[config.mk]
export PLATFORM = sky130hd
export DESIGN_NAME = mixcolumns_iter
export DESIGN_NICKNAME = d
export VERILOG_FILES = /design/src/rtl/mixcolumns_iter_pkg.sv /design/src/rtl/mixcolumns_iter_col.sv /design/src/rtl/mixcolumns_iter.sv
export SDC_FILE = /design/constraint.sdc
export NUM_CORES = 1
export LEC_CHECK = 0
export ABC_CLOCK_PERIOD_IN_PS = 5450
export BUFFER_PORTS_ARGS = -buffer_cell sky130_fd_sc_hd__buf_2
export CAP_MARGIN = 40
export CORE_MARGIN = 5
export CORE_UTILIZATION = 57
export DETAILED_ROUTE_END_ITERATION = 16
export PLACE_DENSITY = 0.88
export SYNTH_ARGS = -nofsm -noshare
export SYNTH_HDL_FRONTEND = slang
export SYNTH_HIERARCHICAL = 1
export SYNTH_SLANG_ARGS = --single-unit
[constraint.sdc]
create_clock -name CLK -period 5.45 [get_ports CLK]
set_input_delay 1.3625 -clock CLK [delete_from_list [all_inputs] [get_ports CLK]]
set_output_delay 1.3625 -clock CLK [all_outputs]
set_load 0.01 [all_outputs]
[src/rtl/mixcolumns_iter_pkg.sv]
// Shared AES definitions for the round datapath: FSM encodings, the GF(2^8)
// reduction constant and the xtime/3x helpers reused by other AES stages.
package mixcolumns_iter_pkg;

  typedef enum logic [1:0] {
    IDLE = 2'd0,
    BUSY = 2'd1,
    DONE = 2'd2
  } state_t;

  localparam logic [7:0] AES_POLY = 8'h1b;
  localparam int         NUM_COLS = 4;

  function automatic logic [7:0] xtime(input logic [7:0] x);
    return {x[6:0], 1'b0} ^ (x[7] ? AES_POLY : 8'h00);
  endfunction

  function automatic logic [7:0] mul3(input logic [7:0] x);
    return xtime(x) ^ x;
  endfunction

endpackage

[src/rtl/mixcolumns_iter_col.sv]
// Combinational MixColumns of one 32-bit column; byte 0 sits in the MSB byte.
module mixcolumn_col
  import mixcolumns_iter_pkg::*;
(
  input  logic [31:0] a,
  output logic [31:0] b
);

  logic [7:0] a0, a1, a2, a3;

  assign a0 = a[31:24];
  assign a1 = a[23:16];
  assign a2 = a[15:8];
  assign a3 = a[7:0];

  assign b[31:24] = xtime(a0) ^ mul3(a1) ^ a2 ^ a3;
  assign b[23:16] = a0 ^ xtime(a1) ^ mul3(a2) ^ a3;
  assign b[15:8]  = a0 ^ a1 ^ xtime(a2) ^ mul3(a3);
  assign b[7:0]   = mul3(a0) ^ a1 ^ a2 ^ xtime(a3);

endmodule

[src/rtl/mixcolumns_iter.sv]
// Iterative AES MixColumns stage: mixes COLS_PER_CYCLE columns per clock between
// valid/ready handshakes, with a bypass path for the final round.
module mixcolumns_iter
  import mixcolumns_iter_pkg::*;
#(
  parameter int COLS_PER_CYCLE = 1
) (
  input  logic         CLK,
  input  logic         RST,
  input  logic [127:0] Data_in,
  input  logic         In_valid,
  output logic         In_ready,
  input  logic         Bypass,
  output logic [127:0] Data_out,
  output logic         Out_valid,
  input  logic         Out_ready
);

  generate
    if (!(COLS_PER_CYCLE == 1 || COLS_PER_CYCLE == 2 || COLS_PER_CYCLE == 4)) begin : g_bad_cols
      $error("mixcolumns_iter: COLS_PER_CYCLE must be 1, 2 or 4");
    end
  endgenerate

  // With 4 columns per cycle the step wraps to 0, so col simply stays at 0.
  localparam logic [1:0] COL_STEP = 2'(COLS_PER_CYCLE);
  localparam logic [1:0] LAST_COL = 2'(NUM_COLS - COLS_PER_CYCLE);

  state_t       state, state_d;
  logic [1:0]   col, col_d;
  logic [127:0] work, work_d, work_mix, data_out_d;
  logic         accept;

  logic [31:0]  cols    [NUM_COLS];
  logic [31:0]  mix_in  [COLS_PER_CYCLE];
  logic [31:0]  mix_out [COLS_PER_CYCLE];
  logic [1:0]   sel     [COLS_PER_CYCLE];

  for (genvar i = 0; i < NUM_COLS; i++) begin : g_split
    assign cols[i] = work[127-32*i -: 32];
  end

  for (genvar k = 0; k < COLS_PER_CYCLE; k++) begin : g_mix
    assign sel[k]    = col + 2'(k);
    assign mix_in[k] = cols[sel[k]];
    mixcolumn_col u_col (
      .a (mix_in[k]),
      .b (mix_out[k])
    );
  end

  always_comb begin
    work_mix = work;
    for (int i = 0; i < NUM_COLS; i++) begin
      for (int k = 0; k < COLS_PER_CYCLE; k++) begin
        if (sel[k] == 2'(i)) work_mix[127-32*i -: 32] = mix_out[k];
      end
    end
  end

  always_comb begin
    In_ready   = 1'b0;
    Out_valid  = 1'b0;
    state_d    = state;
    col_d      = col;
    work_d     = work;
    data_out_d = Data_out;

    case (state)
      IDLE: In_ready = 1'b1;
      DONE: begin
        Out_valid = 1'b1;
        In_ready  = Out_ready;
        if (Out_ready) state_d = IDLE;
      end
      default: ;
    endcase

    accept = In_valid && In_ready;

    case (state)
      IDLE, DONE: begin
        // A new accept overrides the drop to IDLE, giving bubble-free back-to-back.
        if (accept) begin
          if (Bypass) begin
            data_out_d = Data_in;
            state_d    = DONE;
          end else begin
            work_d  = Data_in;
            col_d   = 2'd0;
            state_d = BUSY;
          end
        end
      end
      BUSY: begin
        work_d = work_mix;
        if (col == LAST_COL) begin
          data_out_d = work_mix;
          col_d      = 2'd0;
          state_d    = DONE;
        end else begin
          col_d = col + COL_STEP;
        end
      end
      default: state_d = IDLE;
    endcase
  end

  always_ff @(posedge CLK) begin
    if (RST) begin
      state    <= IDLE;
      col      <= 2'd0;
      Data_out <= 128'h0;
    end else begin
      state    <= state_d;
      col      <= col_d;
      Data_out <= data_out_d;
    end
  end

  always_ff @(posedge CLK) begin
    work <= work_d;
  end

endmodule

After elaboration in Yosys (flattened, before gate mapping). Index checks and enable logic that the tools add are counted. Widths: inputs -> output; s select.

Bitwise operators: 21. Multipliers: 0. Reduce and logical (&&, ||, !) cells: 7. Muxes and demuxes: 30. Div/mod/pow operators: 0. Equality and inequality tests: 9. Shifts and indexed selects: 0. Add/sub/neg operators: 1. Order comparisons: 1.

Operators with widths (count): $mux 128 (5); $pmux 128 s2 (2); $mux 32 (6); $xor 8x8->8 (19); $bmux 32 s2 (1); $mux 5 (4); $mux 2 (8); $ne 2x2->1 const B (4); $pmux 2 s2 (2); $xor 8x5->8 (1); $eq 2x2->1 const B (3); $eq 2x1->1 const B (2); $logic_not 2->1 (2); $reduce_and 4->1 (1); $ge 3x3->1 const B (1); $not 2->3 (1); $reduce_and 3->1 (1); $add 2x1->2 const B (1); $pmux 1 s2 (1); $reduce_bool 2->1 (1); $reduce_or 2->1 (1); $logic_and 1x1->1 (1); $mux 1 (1).

Output and inout bits: 130. Bits in latches: 0. Memory bits (writable): 0. Bits in read-only memories: 0. Input port bits: 133. Memories: 0. Bits in registers: 260.

Longest topological paths before layout.
Word-level depth: 13. Depth in mapped cells: 10. Gate-level depth less buffers: 7.

Modules after synthesis. The synthesis kept the hierarchy.

Modules (own cells, without submodules): mixcolumns_iter (times used 1, area each 13244.0 sq um, cells each 1043, seq. area each 6486.2 sq um); mixcolumn_col (times used 1, area each 1412.6 sq um, cells each 84, seq. area each 0.0 sq um).

Least setup slack after synthesis. Ideal clock, no wire load.

Kind: input -> register. Start: input In_valid. End: register work[0] (netlist: cols[0]), enable pin. Library setup time: 0.481 ns. Arrival time: 4.108 ns. Required time: 4.969 ns. Buffers on the path: 0. Stages on the path: 3. Path slack: 0.860 ns. Cell sequence: nor2b_1 o2bb2ai_1 inv_1.

Word-level cells in the longest chain between the ends: 3.

RTL lines: start: declaration (RTL line mixcolumns_iter.sv:11) `input logic In_valid,`; $logic_and 1x1->1 (RTL line mixcolumns_iter.sv:79) `accept = In_valid && In_ready;`; $ne 2x2->1 (no line); $reduce_and 3->1 (no line); end signal: assignment (RTL line mixcolumns_iter.sv:122) `work <= work_d;`; end: declaration (RTL line mixcolumns_iter.sv:31) `logic [127:0] work, work_d, work_mix, data_out_d;`.

Every way passes these cells. A chain may end at the register's enable or synchronous reset.

Worst setup path after layout.
Start: input Out_ready. End: output In_ready.

Word-level cells in the longest chain between the ends: 1.

RTL lines: start: declaration (RTL line mixcolumns_iter.sv:16) `input logic Out_ready`; $pmux 1 s2 (RTL line mixcolumns_iter.sv:69) `case (state)`; end: declaration (RTL line mixcolumns_iter.sv:12) `output logic In_ready,`.

Every way passes these cells.

==> impl_metrics.toml <==
[critical_path]
crit_path_top_delay_cell = "nor2b_4"
start_kind = "primary input"
cp_top_family = "buffers and inverters"
required_ns = 4.09
path_depth = 4
cp.arrival_ns = 1.92
crit_fanout = 4
cp_common_cell = "buf_2"
cp_cell_sequence = "buf_2, nor2b_4, nor2_1, buf_2"
critical_path_class = "primary input to output port"
end_kind = "output port"
crit_buf_inv = 2
worst-r2r-cell-count = 8
critPathMaxStageDelay_ns = 0.17

[route]
wirelength_mm = 38.2
ant_nets = 0
route.vias.total = 9847
wl_per_cell_um = 22.5
vias_per_cell = 5.81
dr.pass1.iters = 5
drt_iter0_drc = 838
remaining_drc_errors = 0

[die]
die_h_um = 170
coreArea_um2 = 25300
io_pins = 263
rows = 58
start_util_pct = 58.0
die_w_um = 170
dieArea_um2 = 29000

[clocking]
cts.sinks = 260
postCtsSetupBuffers = 0
insertion_delay_ns = 0.54
cts_root_buf = "clkbuf_16"
clk_pin_slew_worst_paths_ns = 0.06
cts_resized = 0
cts_buffers = 27
cts_max_level = 1
cts_tree = "done"
hold_buffers = 0
clk_path_buf_depth = 3

[synth]
synth-main-ff-cell = "dfxtp_1"
mappedNetlistArea_um2 = 14700
async_reset_ff_share_pct = 0
synth_compound_area_share_pct = 7.30
synth-simple-area-share_pct = 7.07
ys_warn_count = 6
post_synth_mux_area_share_pct = 27.2
synth_edf_count = 128
yosysSeqAreaShare_pct = 44.3
synth_fp_nets = 1264
synth_top_family_by_area = "multiplexers"
synth_cells = 1127
ys_types = 35
synth_area_per_cell_um2 = 13.0
ys_seq_elements = 260
synthXorXnorAreaFrac_pct = 9.34
synth_fa_ha_area_share_pct = 0.341

[sta]
slew_violations = 0
max_slew_margin_pct = 46.3
finalSetupViolCount = 0
tightest_slew_ns = 0.806
period_share_pct = 60.2
min_period_ns = 3.28
tns_ns = 0
fmax_mhz = 305
hold_violations = 0
grt_setup_unrepaired = "false"
fin_worst_skew_ns = 0.0178

[layout]
design_area_um2 = 16900
nets = 1482
layout_common_cells = "buf_2 (261), nand2_1 (257), mux2_2 (142)"
layout.cells.non_filler = 1696
final_common_cell = "buf_2"
drive_gt1_share_pct = 52.1
syn2layout_area_growth_pct = 15.6

[grt]
grt_pass1_wl_mm = 58.6
grt_usage_pct = 25.6
grt_max_degree = 82
grt_pass1_vias = 10200
antenna_found_initial = 1
grt.overflow.total = 0

[placed_design]
port_buffers = 262
dpl.cell_count = 1646
hpwl_mm = 26.8
postPlaceCellArea_um2 = 16000
gp_congestion = 0.839

[power]
p_per_area_nw_per_um2 = 367
p_leak_nw = 6.86
ir_worst_vdd_mv = 0.287

[flow_run]
max-cap-violations = 0

[worst_hold_path]
hold-path-cell-count = 2
hp-class = "flop to flop"

[outcome]
status = "completed"
==> metrics by stage <==
step	hold slack (ns)	utilization, %	setup slack (ns)	power, W
finish	0.449	67.1	2.17	0.00621
global route	0.470	67.1	2.09	0.00643
CTS	0.452	67.1	2.18	0.00622
detailed placement	0.442	63.5	2.14	0.00431
global placement	0.436	62.9	1.72	0.00425
floorplan	0.476	-	0.860	0.00380
==> registers in the layout, indices dropped and copies added (netlist names) <==
register,count
Data_out,128
col,2
cols,128
state,2
==> cell type report <==
cell class              count  area (um^2)
fillers                  1787         8310
multi-input cells         775         7530
flip-flops and latches    260         6490
repair buffers            277         1580
clock buffers              38          800
well taps                 330          413
clock inverters            11          115
inverters                   4         17.5
diodes                      1         2.50
==> layer usage <==
layer  global-route usage, %  up-vias  routed length (um)
li1                        -     4455                   -
met3                    4.09       73                2690
met5                       0        -                   0
met4                    7.01        0                1020
met1                    34.6     4913               15900
met2                    43.1      406               18600
==> where the power goes <==
| group | switching [W] | total (W) | internal, W |
|---|---|---|---|
| Clock | 0.000788 | 0.00191 | 0.00112 |
| Sequential | 0.0000865 | 0.00233 | 0.00225 |
| Combinational | 0.000984 | 0.00197 | 0.000988 |
| Total | 0.00186 | 0.00621 | 0.00435 |
==> cells in the mapped netlist, types with 11 or more instances <==
library cell,count,share of area [%]
nand2_1,257,6.6
mux2_2,142,11
dfxtp_1,132,18
edfxtp_1,128,26
a21oi_2,98,5.9
mux2_4,98,10
buf_2,36,1.2
a21oi_1,32,1.1
mux4_2,32,4.9
xnor3_1,31,4.8
buf_4,19,0.97
clkbuf_1,18,0.46
mux2_1,16,1.2
xor2_1,15,0.90
xor3_1,12,1.9
buf_12,11,1.5
xnor2_1,11,0.66
==> cell families (layout without fill, tap and decap cells) <==
logic type	after synthesis	count (layout)
DFF	260	260
and+or+nand+nor	269	269
buffers and inverters	92	330
muxes	289	289
xor gates and xnor gates	78	78
other	0	1
adders and majority gates	4	4
AOI/OAI and AO/OA	135	135
==> final timing paths <==
kind                               end                      start  slack [ns]
max                           In_ready                  Out_ready        2.17
min          Data_out[70]$_SDFFE_PP0P_  Data_out[70]$_SDFFE_PP0P_        0.45
min reg2reg  Data_out[70]$_SDFFE_PP0P_  Data_out[70]$_SDFFE_PP0P_        0.45
max reg2reg  Data_out[60]$_SDFFE_PP0P_        col[1]$_SDFFE_PP0P_        2.18
==> worst reg2reg max path, stage by stage (launching register included) <==
cell and delay (ns):
dfxtp_2 0.64, buf_12 0.26, mux4_2 0.71, xnor2_2 0.29, xnor3_1 0.42, mux2_1 0.32, mux2_2 0.29, nand2_1 0.08
a21oi_1 0.09
(Power assumes the default switching activity.)
